<file path="src/rtl/mips_pkg.sv">
// Shared definitions for the pipelined MIPS core.
// Holds ALUOp encodings, primary opcodes, the default data and register
// specifier widths, and the rt-usage helper used by hazard detection.
package mips_pkg;

  localparam int DATA_W = 32;
  localparam int REG_W  = 5;

  typedef enum logic [1:0] {
    ALU_ADD   = 2'b00,
    ALU_SUB   = 2'b01,
    ALU_FUNCT = 2'b11
  } aluOp_e;

  localparam logic [5:0] OP_RTYPE = 6'h00;
  localparam logic [5:0] OP_ADDI  = 6'h08;
  localparam logic [5:0] OP_LW    = 6'h23;
  localparam logic [5:0] OP_SW    = 6'h2B;
  localparam logic [5:0] OP_BEQ   = 6'h04;
  localparam logic [5:0] OP_J     = 6'h02;

  // rt is a source for R-type and beq (register operand, no immediate)
  // and for sw (store data), even though sw selects the immediate.
  function automatic logic usesRt(input logic aluSrc, input logic memWrite);
    return !aluSrc || memWrite;
  endfunction

endpackage

</file>
<file path="src/rtl/id_ex_pipe_if.sv">
// ID -> EX boundary bundle.
// master: decode side / hazard consumer (drives ID fields, flush, hold;
//         receives the EX copy, stall and bubble count).
// slave : the ID/EX register itself.
interface id_ex_pipe_if #(
  parameter int DATA_W = mips_pkg::DATA_W,
  parameter int REG_W  = mips_pkg::REG_W,
  parameter int CNT_W  = 16
);

  logic              id_valid_i;
  logic              reg_dst_i;
  logic              alu_src_i;
  logic              reg_write_i;
  logic              mem_to_reg_i;
  logic              mem_write_i;
  logic [1:0]        alu_op_i;
  logic [DATA_W-1:0] rs_data_i;
  logic [DATA_W-1:0] rt_data_i;
  logic [DATA_W-1:0] imm_i;
  logic [REG_W-1:0]  rs_i;
  logic [REG_W-1:0]  rt_i;
  logic [REG_W-1:0]  rd_i;
  logic              flush_i;
  logic              hold_i;

  logic              ex_valid_o;
  logic              ex_reg_dst_o;
  logic              ex_alu_src_o;
  logic              ex_reg_write_o;
  logic              ex_mem_to_reg_o;
  logic              ex_mem_write_o;
  logic [1:0]        ex_alu_op_o;
  logic [DATA_W-1:0] ex_rs_data_o;
  logic [DATA_W-1:0] ex_rt_data_o;
  logic [DATA_W-1:0] ex_imm_o;
  logic [REG_W-1:0]  ex_rs_o;
  logic [REG_W-1:0]  ex_rt_o;
  logic [REG_W-1:0]  ex_rd_o;
  logic              stall_o;
  logic [CNT_W-1:0]  bubbles_o;

  modport master (
    output id_valid_i, reg_dst_i, alu_src_i, reg_write_i, mem_to_reg_i,
           mem_write_i, alu_op_i, rs_data_i, rt_data_i, imm_i,
           rs_i, rt_i, rd_i, flush_i, hold_i,
    input  ex_valid_o, ex_reg_dst_o, ex_alu_src_o, ex_reg_write_o,
           ex_mem_to_reg_o, ex_mem_write_o, ex_alu_op_o, ex_rs_data_o,
           ex_rt_data_o, ex_imm_o, ex_rs_o, ex_rt_o, ex_rd_o,
           stall_o, bubbles_o
  );

  modport slave (
    input  id_valid_i, reg_dst_i, alu_src_i, reg_write_i, mem_to_reg_i,
           mem_write_i, alu_op_i, rs_data_i, rt_data_i, imm_i,
           rs_i, rt_i, rd_i, flush_i, hold_i,
    output ex_valid_o, ex_reg_dst_o, ex_alu_src_o, ex_reg_write_o,
           ex_mem_to_reg_o, ex_mem_write_o, ex_alu_op_o, ex_rs_data_o,
           ex_rt_data_o, ex_imm_o, ex_rs_o, ex_rt_o, ex_rd_o,
           stall_o, bubbles_o
  );

endinterface

</file>
<file path="src/rtl/id_ex_pipe_load_use_detect.sv">
// Combinational load-use detector.
// Inputs : EX-stage load state (valid, mem_to_reg, rt) and the ID
//          instruction's valid flag, rs/rt specifiers, alu_src, mem_write.
// Output : lu, high when the ID instruction reads the register the EX
//          load is about to write. $0 never creates a dependence.
module load_use_detect
  import mips_pkg::*;
#(
  parameter int SPEC_W = mips_pkg::REG_W
) (
  input  logic              exValid,
  input  logic              exMemToReg,
  input  logic [SPEC_W-1:0] exRt,
  input  logic              idValid,
  input  logic [SPEC_W-1:0] idRs,
  input  logic [SPEC_W-1:0] idRt,
  input  logic              idAluSrc,
  input  logic              idMemWrite,
  output logic              lu
);

  logic loadPending;
  logic rsHit;
  logic rtHit;

  assign loadPending = exValid && exMemToReg && (exRt != '0) && idValid;
  assign rsHit       = (exRt == idRs);
  assign rtHit       = (exRt == idRt) && usesRt(idAluSrc, idMemWrite);
  assign lu          = loadPending && (rsHit || rtHit);

endmodule

</file>
<file path="src/rtl/id_ex_pipe.sv">
// ID/EX pipeline register with load-use bubble insertion.
// Ports:
//   clk_i  - clock, rising edge
//   rst_i  - synchronous reset, active-high
//   pipe   - id_ex_pipe_if.slave: ID fields, flush/hold in; EX copy,
//            stall and saturating bubble count out
// Update priority per edge: reset > hold > flush > load-use bubble > load.
module id_ex_pipe #(
  parameter int DATA_W = mips_pkg::DATA_W,
  parameter int REG_W  = mips_pkg::REG_W,
  parameter int CNT_W  = 16
) (
  input  logic         clk_i,
  input  logic         rst_i,
  id_ex_pipe_if.slave  pipe
);

  logic              exValid;
  logic              exRegDst;
  logic              exAluSrc;
  logic              exRegWrite;
  logic              exMemToReg;
  logic              exMemWrite;
  logic [1:0]        exAluOp;
  logic [DATA_W-1:0] exRsData;
  logic [DATA_W-1:0] exRtData;
  logic [DATA_W-1:0] exImm;
  logic [REG_W-1:0]  exRs;
  logic [REG_W-1:0]  exRt;
  logic [REG_W-1:0]  exRd;
  logic [CNT_W-1:0]  bubbleCnt;
  logic              lu;
  logic              ctlEn;

  load_use_detect #(.SPEC_W(REG_W)) uLoadUse (
    .exValid    (exValid),
    .exMemToReg (exMemToReg),
    .exRt       (exRt),
    .idValid    (pipe.id_valid_i),
    .idRs       (pipe.rs_i),
    .idRt       (pipe.rt_i),
    .idAluSrc   (pipe.alu_src_i),
    .idMemWrite (pipe.mem_write_i),
    .lu         (lu)
  );

  // Invalid ID slots still carry their data, but their control bits are
  // cleared so they can never write the register file or memory.
  assign ctlEn = pipe.id_valid_i;

  always_ff @(posedge clk_i) begin
    if (rst_i) begin
      exValid    <= 1'b0;
      exRegDst   <= 1'b0;
      exAluSrc   <= 1'b0;
      exRegWrite <= 1'b0;
      exMemToReg <= 1'b0;
      exMemWrite <= 1'b0;
      exAluOp    <= '0;
      exRsData   <= '0;
      exRtData   <= '0;
      exImm      <= '0;
      exRs       <= '0;
      exRt       <= '0;
      exRd       <= '0;
      bubbleCnt  <= '0;
    end else if (!pipe.hold_i) begin
      if (pipe.flush_i || lu) begin
        exValid    <= 1'b0;
        exRegDst   <= 1'b0;
        exAluSrc   <= 1'b0;
        exRegWrite <= 1'b0;
        exMemToReg <= 1'b0;
        exMemWrite <= 1'b0;
        exAluOp    <= '0;
        exRsData   <= '0;
        exRtData   <= '0;
        exImm      <= '0;
        exRs       <= '0;
        exRt       <= '0;
        exRd       <= '0;
        // Only hazard bubbles are counted; a flush that coincides with a
        // load-use hides it.
        if (!pipe.flush_i && (bubbleCnt != '1)) begin
          bubbleCnt <= bubbleCnt + CNT_W'(1);
        end
      end else begin
        exValid    <= pipe.id_valid_i;
        exRegDst   <= pipe.reg_dst_i    && ctlEn;
        exAluSrc   <= pipe.alu_src_i    && ctlEn;
        exRegWrite <= pipe.reg_write_i  && ctlEn;
        exMemToReg <= pipe.mem_to_reg_i && ctlEn;
        exMemWrite <= pipe.mem_write_i  && ctlEn;
        exAluOp    <= ctlEn ? pipe.alu_op_i : 2'b00;
        exRsData   <= pipe.rs_data_i;
        exRtData   <= pipe.rt_data_i;
        exImm      <= pipe.imm_i;
        exRs       <= pipe.rs_i;
        exRt       <= pipe.rt_i;
        exRd       <= pipe.rd_i;
      end
    end
  end

  assign pipe.ex_valid_o      = exValid;
  assign pipe.ex_reg_dst_o    = exRegDst;
  assign pipe.ex_alu_src_o    = exAluSrc;
  assign pipe.ex_reg_write_o  = exRegWrite;
  assign pipe.ex_mem_to_reg_o = exMemToReg;
  assign pipe.ex_mem_write_o  = exMemWrite;
  assign pipe.ex_alu_op_o     = exAluOp;
  assign pipe.ex_rs_data_o    = exRsData;
  assign pipe.ex_rt_data_o    = exRtData;
  assign pipe.ex_imm_o        = exImm;
  assign pipe.ex_rs_o         = exRs;
  assign pipe.ex_rt_o         = exRt;
  assign pipe.ex_rd_o         = exRd;
  assign pipe.stall_o         = lu || pipe.hold_i;
  assign pipe.bubbles_o       = bubbleCnt;

endmodule

</file>
<file path="src/flat_wrapper.sv">
// flat-port wrapper written by rule: the top's interface ports become plain ports
module id_ex_pipe_flat 
#(
  parameter int DATA_W = mips_pkg::DATA_W,
  parameter int REG_W  = mips_pkg::REG_W,
  parameter int CNT_W  = 16
)
  (clk_i, rst_i, pipe_id_valid_i, pipe_reg_dst_i, pipe_alu_src_i, pipe_reg_write_i, pipe_mem_to_reg_i, pipe_mem_write_i, pipe_alu_op_i, pipe_rs_data_i, pipe_rt_data_i, pipe_imm_i, pipe_rs_i, pipe_rt_i, pipe_rd_i, pipe_flush_i, pipe_hold_i, pipe_ex_valid_o, pipe_ex_reg_dst_o, pipe_ex_alu_src_o, pipe_ex_reg_write_o, pipe_ex_mem_to_reg_o, pipe_ex_mem_write_o, pipe_ex_alu_op_o, pipe_ex_rs_data_o, pipe_ex_rt_data_o, pipe_ex_imm_o, pipe_ex_rs_o, pipe_ex_rt_o, pipe_ex_rd_o, pipe_stall_o, pipe_bubbles_o);
  id_ex_pipe_if #(.DATA_W(DATA_W), .REG_W(REG_W), .CNT_W(CNT_W)) pipe_i ();
  input  logic clk_i;
  input  logic rst_i;
  input wire logic [$bits(pipe_i.id_valid_i)-1:0] pipe_id_valid_i;
  input wire logic [$bits(pipe_i.reg_dst_i)-1:0] pipe_reg_dst_i;
  input wire logic [$bits(pipe_i.alu_src_i)-1:0] pipe_alu_src_i;
  input wire logic [$bits(pipe_i.reg_write_i)-1:0] pipe_reg_write_i;
  input wire logic [$bits(pipe_i.mem_to_reg_i)-1:0] pipe_mem_to_reg_i;
  input wire logic [$bits(pipe_i.mem_write_i)-1:0] pipe_mem_write_i;
  input wire logic [$bits(pipe_i.alu_op_i)-1:0] pipe_alu_op_i;
  input wire logic [$bits(pipe_i.rs_data_i)-1:0] pipe_rs_data_i;
  input wire logic [$bits(pipe_i.rt_data_i)-1:0] pipe_rt_data_i;
  input wire logic [$bits(pipe_i.imm_i)-1:0] pipe_imm_i;
  input wire logic [$bits(pipe_i.rs_i)-1:0] pipe_rs_i;
  input wire logic [$bits(pipe_i.rt_i)-1:0] pipe_rt_i;
  input wire logic [$bits(pipe_i.rd_i)-1:0] pipe_rd_i;
  input wire logic [$bits(pipe_i.flush_i)-1:0] pipe_flush_i;
  input wire logic [$bits(pipe_i.hold_i)-1:0] pipe_hold_i;
  output wire logic [$bits(pipe_i.ex_valid_o)-1:0] pipe_ex_valid_o;
  output wire logic [$bits(pipe_i.ex_reg_dst_o)-1:0] pipe_ex_reg_dst_o;
  output wire logic [$bits(pipe_i.ex_alu_src_o)-1:0] pipe_ex_alu_src_o;
  output wire logic [$bits(pipe_i.ex_reg_write_o)-1:0] pipe_ex_reg_write_o;
  output wire logic [$bits(pipe_i.ex_mem_to_reg_o)-1:0] pipe_ex_mem_to_reg_o;
  output wire logic [$bits(pipe_i.ex_mem_write_o)-1:0] pipe_ex_mem_write_o;
  output wire logic [$bits(pipe_i.ex_alu_op_o)-1:0] pipe_ex_alu_op_o;
  output wire logic [$bits(pipe_i.ex_rs_data_o)-1:0] pipe_ex_rs_data_o;
  output wire logic [$bits(pipe_i.ex_rt_data_o)-1:0] pipe_ex_rt_data_o;
  output wire logic [$bits(pipe_i.ex_imm_o)-1:0] pipe_ex_imm_o;
  output wire logic [$bits(pipe_i.ex_rs_o)-1:0] pipe_ex_rs_o;
  output wire logic [$bits(pipe_i.ex_rt_o)-1:0] pipe_ex_rt_o;
  output wire logic [$bits(pipe_i.ex_rd_o)-1:0] pipe_ex_rd_o;
  output wire logic [$bits(pipe_i.stall_o)-1:0] pipe_stall_o;
  output wire logic [$bits(pipe_i.bubbles_o)-1:0] pipe_bubbles_o;
  assign pipe_i.id_valid_i = pipe_id_valid_i;
  assign pipe_i.reg_dst_i = pipe_reg_dst_i;
  assign pipe_i.alu_src_i = pipe_alu_src_i;
  assign pipe_i.reg_write_i = pipe_reg_write_i;
  assign pipe_i.mem_to_reg_i = pipe_mem_to_reg_i;
  assign pipe_i.mem_write_i = pipe_mem_write_i;
  assign pipe_i.alu_op_i = pipe_alu_op_i;
  assign pipe_i.rs_data_i = pipe_rs_data_i;
  assign pipe_i.rt_data_i = pipe_rt_data_i;
  assign pipe_i.imm_i = pipe_imm_i;
  assign pipe_i.rs_i = pipe_rs_i;
  assign pipe_i.rt_i = pipe_rt_i;
  assign pipe_i.rd_i = pipe_rd_i;
  assign pipe_i.flush_i = pipe_flush_i;
  assign pipe_i.hold_i = pipe_hold_i;
  assign pipe_ex_valid_o = pipe_i.ex_valid_o;
  assign pipe_ex_reg_dst_o = pipe_i.ex_reg_dst_o;
  assign pipe_ex_alu_src_o = pipe_i.ex_alu_src_o;
  assign pipe_ex_reg_write_o = pipe_i.ex_reg_write_o;
  assign pipe_ex_mem_to_reg_o = pipe_i.ex_mem_to_reg_o;
  assign pipe_ex_mem_write_o = pipe_i.ex_mem_write_o;
  assign pipe_ex_alu_op_o = pipe_i.ex_alu_op_o;
  assign pipe_ex_rs_data_o = pipe_i.ex_rs_data_o;
  assign pipe_ex_rt_data_o = pipe_i.ex_rt_data_o;
  assign pipe_ex_imm_o = pipe_i.ex_imm_o;
  assign pipe_ex_rs_o = pipe_i.ex_rs_o;
  assign pipe_ex_rt_o = pipe_i.ex_rt_o;
  assign pipe_ex_rd_o = pipe_i.ex_rd_o;
  assign pipe_stall_o = pipe_i.stall_o;
  assign pipe_bubbles_o = pipe_i.bubbles_o;
  id_ex_pipe #(.DATA_W(DATA_W), .REG_W(REG_W), .CNT_W(CNT_W)) u_core (.clk_i(clk_i), .rst_i(rst_i), .pipe(pipe_i));
endmodule
</file>
<file path="config.mk">
export PLATFORM = sky130hd
export DESIGN_NAME = id_ex_pipe_flat
export DESIGN_NICKNAME = d
export VERILOG_FILES = /design/src/rtl/mips_pkg.sv /design/src/rtl/id_ex_pipe_if.sv /design/src/rtl/id_ex_pipe_load_use_detect.sv /design/src/rtl/id_ex_pipe.sv /design/src/flat_wrapper.sv
export SDC_FILE = /design/constraint.sdc
export NUM_CORES = 1
export LEC_CHECK = 0
export CAP_MARGIN = 10
export CORE_MARGIN = 2
export CORE_UTILIZATION = 30
export CTS_CLUSTER_DIAMETER = 100
export DETAILED_ROUTE_END_ITERATION = 16
export PLACE_DENSITY = 0.69
export SLEW_MARGIN = 30
export SYNTH_ARGS = -nofsm -noshare
export SYNTH_HDL_FRONTEND = slang
export SYNTH_SLANG_ARGS = --single-unit
</file>
<file path="constraint.sdc">
create_clock -name clk_i -period 3.4 [get_ports clk_i]
set_input_delay 0.68 -clock clk_i [delete_from_list [all_inputs] [get_ports clk_i]]
set_output_delay 0.68 -clock clk_i [all_outputs]
set_load 0.05 [all_outputs]
</file>
[Word-level counts from Yosys, hierarchy flattened]
Cells that the tools add are included.
Storage, ports and cells
  logic and storage cells: 52
  output and inout port bits: 136
  bits in registers: 135
Operators by class
  bitwise logic cells: 1
  reductions and logical operators: 19
  add/sub/neg operators: 1
  muxes and demuxes: 14
  eq/ne operators: 3
Operators by type and width (number)
  $mux 32: 3
  $add 16x1->16 const B: 1
  $ne 16x16->1 const B: 1
  $mux 5: 3
  $logic_and 1x1->1: 11
  $eq 5x5->1: 2
  $mux 1: 6
  $reduce_bool 5->1: 1
  $logic_or 1x1->1: 4
  $mux 2: 2
  $reduce_and 3->1: 1
  $logic_not 1->1: 2
  $not 1->1: 1

[Longest topological paths before layout]
Gate-level depths: netlist (run 1).
  word-level depth: 7
  gate-level depth with buffers: 8
  depth with buffers taken out: 6

[Cells and area by module]
Synthesis (run 1) repeated with hierarchy kept, for this count alone.
Second synthesis, totals
  cells, all modules: 515
  area, all modules: 4917.2 um^2
Modules (own cells, without submodules)
  id_ex_pipe: instances 1, area an instance 4780.8 um^2, cells each 497, seq. area each 2702.6 um^2
  load_use_detect: instances 1, area an instance 136.4 um^2, cells each 18, seq. area each 0.0 um^2

[Worst setup path before layout (run 1)]
No wires, ideal clock.
  kind: flip-flop to output port
  from: reg u_core.exRt[4] (netlist: u_core.pipe.ex_rt_o[4])
  to: out pipe_stall_o
  required time: 2.720 ns
  slack: 0.364 ns
  arrival: 2.356 ns
  cell stages (with the launch flop): 7
  path through: dfxtp_1 -> xor2_1 -> nor4_2 -> a22oi_2 -> buf_6 -> buf_2 -> o21bai_1
On the way
  cells in the longest elaborated chain, start to end: 5
Ends and longest elaborated chain
  start, declared: RTL line id_ex_pipe.sv:29  | logic [REG_W-1:0] exRt;
  start signal, assigned: RTL line id_ex_pipe.sv:99  | exRt <= pipe.rt_i;
  $eq 5x5->1 or $reduce_bool 5->1 (tied branches): RTL line id_ex_pipe_load_use_detect.sv:28, id_ex_pipe_load_use_detect.sv:26
  $logic_and 1x1->1 (on tied branches): RTL line id_ex_pipe_load_use_detect.sv:28, id_ex_pipe_load_use_detect.sv:26
  $logic_or 1x1->1 or $logic_and 1x1->1 (tied branches): RTL line id_ex_pipe_load_use_detect.sv:29, id_ex_pipe_load_use_detect.sv:26
  $logic_and 1x1->1 *: RTL line id_ex_pipe_load_use_detect.sv:29  | assign lu = loadPending && (rsHit || rtHit);
  $logic_or 1x1->1 *: RTL line id_ex_pipe.sv:118  | assign pipe.stall_o = lu || pipe.hold_i;
  end, declared: RTL line flat_wrapper.sv:40  | output wire logic [$bits(pipe_i.stall_o)-1:0] pipe_stall_o;
Every way passes the cells marked *; elsewhere a longest branch is shown, timed or not.

[Worst setup path after layout (run 1)]
  from: in pipe_rt_i[4]
  to: out pipe_stall_o
On the way
  cells in the longest elaborated chain, start to end: 5
Ends and longest elaborated chain
  start, declared: RTL line flat_wrapper.sv:23  | input wire logic [$bits(pipe_i.rt_i)-1:0] pipe_rt_i;
  $eq 5x5->1: RTL line id_ex_pipe_load_use_detect.sv:28  | assign rtHit = (exRt == idRt) && usesRt(idAluSrc, idMemWrite);
  $logic_and 1x1->1: RTL line id_ex_pipe_load_use_detect.sv:28
  $logic_or 1x1->1: RTL line id_ex_pipe_load_use_detect.sv:29
  $logic_and 1x1->1: RTL line id_ex_pipe_load_use_detect.sv:29
  $logic_or 1x1->1: RTL line id_ex_pipe.sv:118
No other way between the ends.

==> results.yml, run 1 <==
critical_path:
  slowest_delay_ns: 0.44
  critPathSlowestCell: "clkdlybuf4s50_1"
  crit_type: "input port to output pin"
  startpoint_type: "input port"
  end_kind: "output pin"
  crit_path_max_fanout: 4
  cp.required_ns: 2.72
  r2r_slack_ns: 1.07
  arrival_ns: 2.21
  cp_cell_sequence: "clkdlybuf4s50_1 > xor2_1 > nor4_2 > a22oi_2 > o21bai_1 > buf_4"
synthesis:
  synth_area_leader_cell: "dfxtp_1"
  synth_top_area_share_pct: 58.0
  syn-instance-count: 397
  synth_most_common_cell: "dfxtp_1"
  synth_seq_area_share_pct: 58.0
  yosys_warnings: 0
  synth_area_per_cell_sq_um: 11.7
  synthArstFlopShare_pct: 0
  syn_area_sq_um: 4660
  synthTopCellsByCount: "dfxtp_1 (135), a22o_1 (111), clkbuf_1 (15), buf_2 (14), a21oi_1 (11)"
  ys_ff_latch: 135
  synth_edf_count: 0
  synth-main-ff-cell: "dfxtp_1"
  synth.area.top_cells: "dfxtp_1 (58%), a22o_1 (21%), xor2_1 (1.9%)"
  syn_nets: 521
  synth_cell_types: 40
placed_design:
  dp.final_hpwl_um: 10500
  port_buffers: 258
  gp_congestion: 0.784
  dpl_worst_slack_ns: 0.399
timing:
  finalSetupTns_ns: 0
  slew_headroom_pct: 61.6
  max_freq_ghz: 0.346
  fin_crit_ns: 2.89
  grt_setup_unrepaired: "no"
  skew_ns: 0.0118
  finalCritPeriodShare_pct: 85.1
  layout_setup_ws_ns: 0.508
  slew_viol_final: 0
  tightest_slew_ns: 0.574
  setup_violations: 0
  hold_viol: 0
drt:
  num_vias: 4291
  route.met2.wl_um: 7230
  via_per_inst: 5.05
  top_layer: "met4"
  first_pass_iters: 4
  drc: 0
  wl_met3_um: 1240
  post_drt_wl_per_cell_um: 17.4
  drtIter0Drc: 242
  postRouteAntennaNets: 0
  met1_length_um: 6000
  drt_wl_total_um: 14800
clock_tree:
  cts_root_buf: "clkbuf_16"
  clock_path_buffers: 2
  worst_skew_pair.late_latency_ns: 0.41
  cts_resized: 0
  clk_pin_slew_ns: 0.06
  cts_made_buffers: 17
  holdBufCountCts: 0
  htree_levels: 4
  tritoncts: "built"
  post_cts_buffers: 0
  clkSinkCount: 135
cells_and_area:
  drive_gt1_share_pct: 8.31
  layout.nets: 773
  antenna_cells: 0
  synthToLayoutAreaGrowth_pct: 72.5
grt:
  grt_pass1_wl_um: 22400
  grt-ovfl-total: 0
  grt_max_degree: 74
  grt_pass1_vias: 4375
  grt_util_all_layers_pct: 17.5
  antenna_found_initial: 0
floorplanning:
  io_pins: 259
  die_y_um: 129
  rows: 45
  dieArea_sq_um: 16500
  core_area_sq_um: 15200
  die_x_um: 129
  start_util_pct: 30.7
job:
  drv_cap: 0
status:
  status: "finished clean"
power:
  totalPowerFinal_mw: 4.15
  p_leak_nw: 2.99
  vdd_drop_max_mv: 0.323
  power_density_nw_per_um2: 516
hold_path:
  worst_hold_path_type: "register to register"
-- metrics by stage --
| step | instances | util, % | hold WS (ns) | instance area (sq um) |
|---|---|---|---|---|
| floorplan | 397 | - | 0.714 | 4660 |
| global placement | 818 | 48.9 | 0.447 | 7430 |
| detailed placement | 818 | 48.9 | 0.455 | 7430 |
| CTS | 850 | 52.9 | 0.475 | 8040 |
| global route | 850 | 52.9 | 0.482 | 8040 |
| finish | 850 | 52.9 | 0.472 | 8040 |
-- flip-flops by register name, indices dropped and copies added (netlist names) --
signal,flops
u_core.pipe.ex_rt_o,5
u_core.pipe.ex_rs_data_o,32
u_core.pipe.ex_alu_src_o,1
u_core.pipe.ex_mem_write_o,1
u_core.pipe.ex_reg_dst_o,1
u_core.pipe.ex_rs_o,5
u_core.pipe.ex_rd_o,5
u_core.pipe.ex_rt_data_o,32
u_core.pipe.bubbles_o,16
u_core.pipe.ex_valid_o,1
u_core.pipe.ex_alu_op_o,2
u_core.pipe.ex_mem_to_reg_o,1
u_core.pipe.ex_reg_write_o,1
u_core.pipe.ex_imm_o,32
-- cells in the final DEF, fill, tap and decap left out, types with 2 or more instances in the layout --
| master | instances |
|---|---|
| buf_12 | 3 |
| and3_1 | 3 |
| bufinv_16 | 3 |
| or4_2 | 3 |
| mux2_2 | 5 |
| or3_1 | 2 |
| nand2_1 | 7 |
| buf_4 | 5 |
| nand4_1 | 9 |
| nor3_1 | 5 |
| nand2b_1 | 2 |
| clkinvlp_4 | 2 |
| or4_1 | 5 |
| dfxtp_1 | 135 |
| nor2_1 | 10 |
| nand3_1 | 5 |
| nor2b_1 | 5 |
| a22o_1 | 111 |
| nor4_1 | 4 |
| clkdlybuf4s50_1 | 257 |
| inv_6 | 5 |
| xor2_1 | 10 |
| o31ai_1 | 8 |
| clkbuf_16 | 17 |
| clkinv_2 | 2 |
| a21oi_1 | 11 |
| inv_1 | 2 |
| a32o_1 | 7 |
-- final cells by class --
class | count | area [sq um]
clock buffer | 19 | 443
clock inverter | 13 | 168
fill | 1320 | 7160
inverter | 2 | 7.51
multi-input combinational | 228 | 1820
sequential | 135 | 2700
tap | 188 | 235
timing repair buffer | 265 | 2670
-- per-layer routing --
layer	vias up	track usage (%)
met1	2035	20.0
met4	0	7.23
met5	-	0
met2	188	29.1
met3	22	6.94
li1	2046	-
-- worst max-delay path, delay by kind of cell --
kind / cells / cell delay, ns
AOI/OAI and AO/OA: 2 / 0.33
xor gates and xnor gates: 1 / 0.16
buffers and inverters: 2 / 0.66
and+or+nand+nor: 1 / 0.38
-- final timing paths --
check / from / to / depth (start not counted)
setup / recovery: pipe_rt_i[4] / pipe_stall_o / 6
hold / removal: u_core.pipe.ex_reg_write_o / u_core.pipe.ex_reg_write_o / 1
setup reg to reg: u_core.pipe.ex_rt_o[4] / u_core.pipe.bubbles_o[14] / 6
hold reg to reg: u_core.pipe.ex_reg_write_o / u_core.pipe.ex_reg_write_o / 1
-- power by group --
| group | internal [mW] | switching, mW |
|---|---|---|
| Clock | 1.18 | 0.717 |
| Sequential | 1.64 | 0.0328 |
| Combinational | 0.268 | 0.314 |
-- kinds of logic after synthesis --
kind of cell / after synthesis / share of synthesized area, %
muxes: 6 / 1.42
and+or+nand+nor: 65 / 8.16
AOI/OAI and AO/OA: 146 / 26.9
buffers and inverters: 34 / 3.38
xor gates and xnor gates: 10 / 1.88
DFF: 135 / 58.0
adders and majority gates: 1 / 0.268
Power figures use the tool's default switching activity.
==> run 2, diff against run 1 <==
- CORE_UTILIZATION: 30 -> 38
- PLACE_DENSITY: 0.69 -> 0.83
- clock period: 3.4 -> 3.2 ns (I/O delays scaled with it)
==> run 2 against run 1 <==
Register-to-register slack lost 0.06 ns; combinational power grew 5.2%; non-clock buffer count shrank 1; clock-buffer cell count grew 6; critical path type unchanged; highest routed layer unchanged; via count grew 0.49%; clock skew shrank 0.0012 ns; hold slack lost 0.0025 ns; cell count shrank 4.8%; sequential share of layout area grew 0.57 points; global-route usage grew 3.8 points.
==> results.yml, run 2 (synthesized netlist as in run 1, its figures left out) <==
clock_tree:
  clk_pin_slew_ns: 0.06
  tritoncts: "built"
  holdBufCountCts: 0
  htree_levels: 4
  cts_resized: 0
  post_cts_buffers: 0
  clkSinkCount: 135
  clock_path_buffers: 2
  cts_root_buf: "clkbuf_16"
  cts_made_buffers: 17
  worst_skew_pair.late_latency_ns: 0.41
hold_path:
  hold_end: "u_core.pipe.ex_rt_data_o[23]"
  worst_hold_path_type: "register to register"
  min-delay-start: "u_core.pipe.ex_rt_data_o[23]"
  hold_depth: 1
timing:
  setup_violations: 0
  finalCritPeriodShare_pct: 85.4
  hold_viol: 0
  layout_setup_ws_ns: 0.466
  grt_setup_unrepaired: "no"
  tightest_slew_ns: 0.690
  fin_crit_ns: 2.73
  slew_viol_final: 0
  whs_ns: 0.469
  max_freq_ghz: 0.366
  slew_headroom_pct: 54.0
  finalSetupTns_ns: 0
  skew_ns: 0.0105
grt:
  grt_pass1_vias: 4267
  grt-ovfl-total: 0
  antenna_found_initial: 1
  grt_max_degree: 120
  grt_pass1_wl_um: 21800
  grt_util_all_layers_pct: 21.2
cells_and_area:
  stdcell_area_sq_um: 7910
  layout.nets: 772
  synthToLayoutAreaGrowth_pct: 69.7
  drive_gt1_share_pct: 8.02
  mostFrequentLayoutCells: "clkdlybuf4s50_1 (257), dfxtp_1 (135), a22o_1 (111)"
  layout_commonest_cell: "clkdlybuf4s50_1"
floorplanning:
  die_x_um: 115
  rows: 40
  io_pins: 259
  die_y_um: 115
  core_area_sq_um: 12000
  dieArea_sq_um: 13200
  start_util_pct: 38.8
drt:
  drc: 0
  drt_wl_total_um: 14300
  via_per_inst: 5.33
  first_pass_iters: 4
  num_vias: 4312
  postRouteAntennaNets: 0
  post_drt_wl_per_cell_um: 17.7
  drtIter0Drc: 354
placed_design:
  dpl_worst_slack_ns: 0.360
  port_buffers: 258
  dp.final_hpwl_um: 10000
  gp_congestion: 0.854
  placed_area_sq_um: 7350
power:
  totalPowerFinal_mw: 4.19
  p_clk_share_pct: 43.0
  power_density_nw_per_um2: 529
  comb_power_share_pct: 14.6
  p_int_mw: 3.13
  p_leak_nw: 2.95
  switching_share_pct: 25.2
  vdd_drop_max_mv: 0.282
  p_sw_mw: 1.06
  seq_power_share_pct: 42.4
critical_path:
  cp.required_ns: 2.56
  crit_type: "input port to output pin"
  end_kind: "output pin"
  startpoint_type: "input port"
  crit_path_max_fanout: 2
  arrival_ns: 2.09
  critPathSlowestCell: "clkdlybuf4s50_1"
  r2r_end: "u_core.pipe.bubbles_o[0]"
  worstRegToRegCells: 5
  slowest_delay_ns: 0.44
  cp_cell_sequence: "clkdlybuf4s50_1 > xor2_1 > nor4_2 > a22oi_2 > o21bai_1 > buf_4"
  reg2reg_from: "u_core.pipe.ex_rt_o[2]"
  r2r_slack_ns: 1.01
status:
  status: "finished clean"
job:
  drv_cap: 0
run 2: routing by layer:
| metal | vias up | share of wire (%) | track usage, % |
|---|---|---|---|
| met5 | - | 0 | 0 |
| met4 | 0 | 2.1 | 9.72 |
| met3 | 25 | 8.6 | 7.80 |
| met2 | 219 | 49 | 35.9 |
| met1 | 2022 | 40 | 24.0 |
| li1 | 2046 | - | - |
run 2: worst max-delay path: cells and delay by family:
kind | cells | cell delay (ns)
buf+inv | 2 | 0.68
compound gates | 2 | 0.32
simple gates | 1 | 0.29
xor+xnor | 1 | 0.16
run 2: area by class of cell:
cell class | count | area (sq um)
inverters | 2 | 7.51
clock buffers | 25 | 515
multi-input cells | 228 | 1820
fillers | 897 | 4100
repair buffers | 264 | 2640
well taps | 147 | 184
flip-flops and latches | 135 | 2700
clock inverters | 7 | 42.5
diodes | 1 | 2.50
run 2: worst max-delay path by stage:
stage / depth (start not counted) / slack (ns) / to / start
finish: 6 / 0.47 / pipe_stall_o / pipe_rt_i[4]
global route: 6 / 0.42 / pipe_stall_o / pipe_rs_i[2]
CTS: 6 / 0.48 / pipe_stall_o / pipe_rt_i[4]
detailed placement: 6 / 0.36 / u_core.pipe.bubbles_o[0] / pipe_id_valid_i
global placement: 8 / 0.43 / u_core.pipe.ex_rt_o[4] / pipe_rt_i[4]
floorplan: 6 / 0.20 / pipe_stall_o / u_core.pipe.ex_rt_o[4]
run 2: power by group through the flow:
stage / Sequential (mW) / Clock, mW / Combinational [mW]
after floorplan: 2.01 / 0 / 0.116
final: 1.78 / 1.80 / 0.612
after CTS: 1.78 / 1.84 / 0.615
after global routing: 1.78 / 1.90 / 0.638
after detailed placement: 1.81 / 0 / 0.612
after global placement: 1.81 / 0 / 0.603
run 2: through the flow:
step,util (%),std cells
finish,65.8,809
global route,65.8,809
CTS,65.8,808
detailed placement,61.2,776
global placement,61.2,776
floorplan,-,397
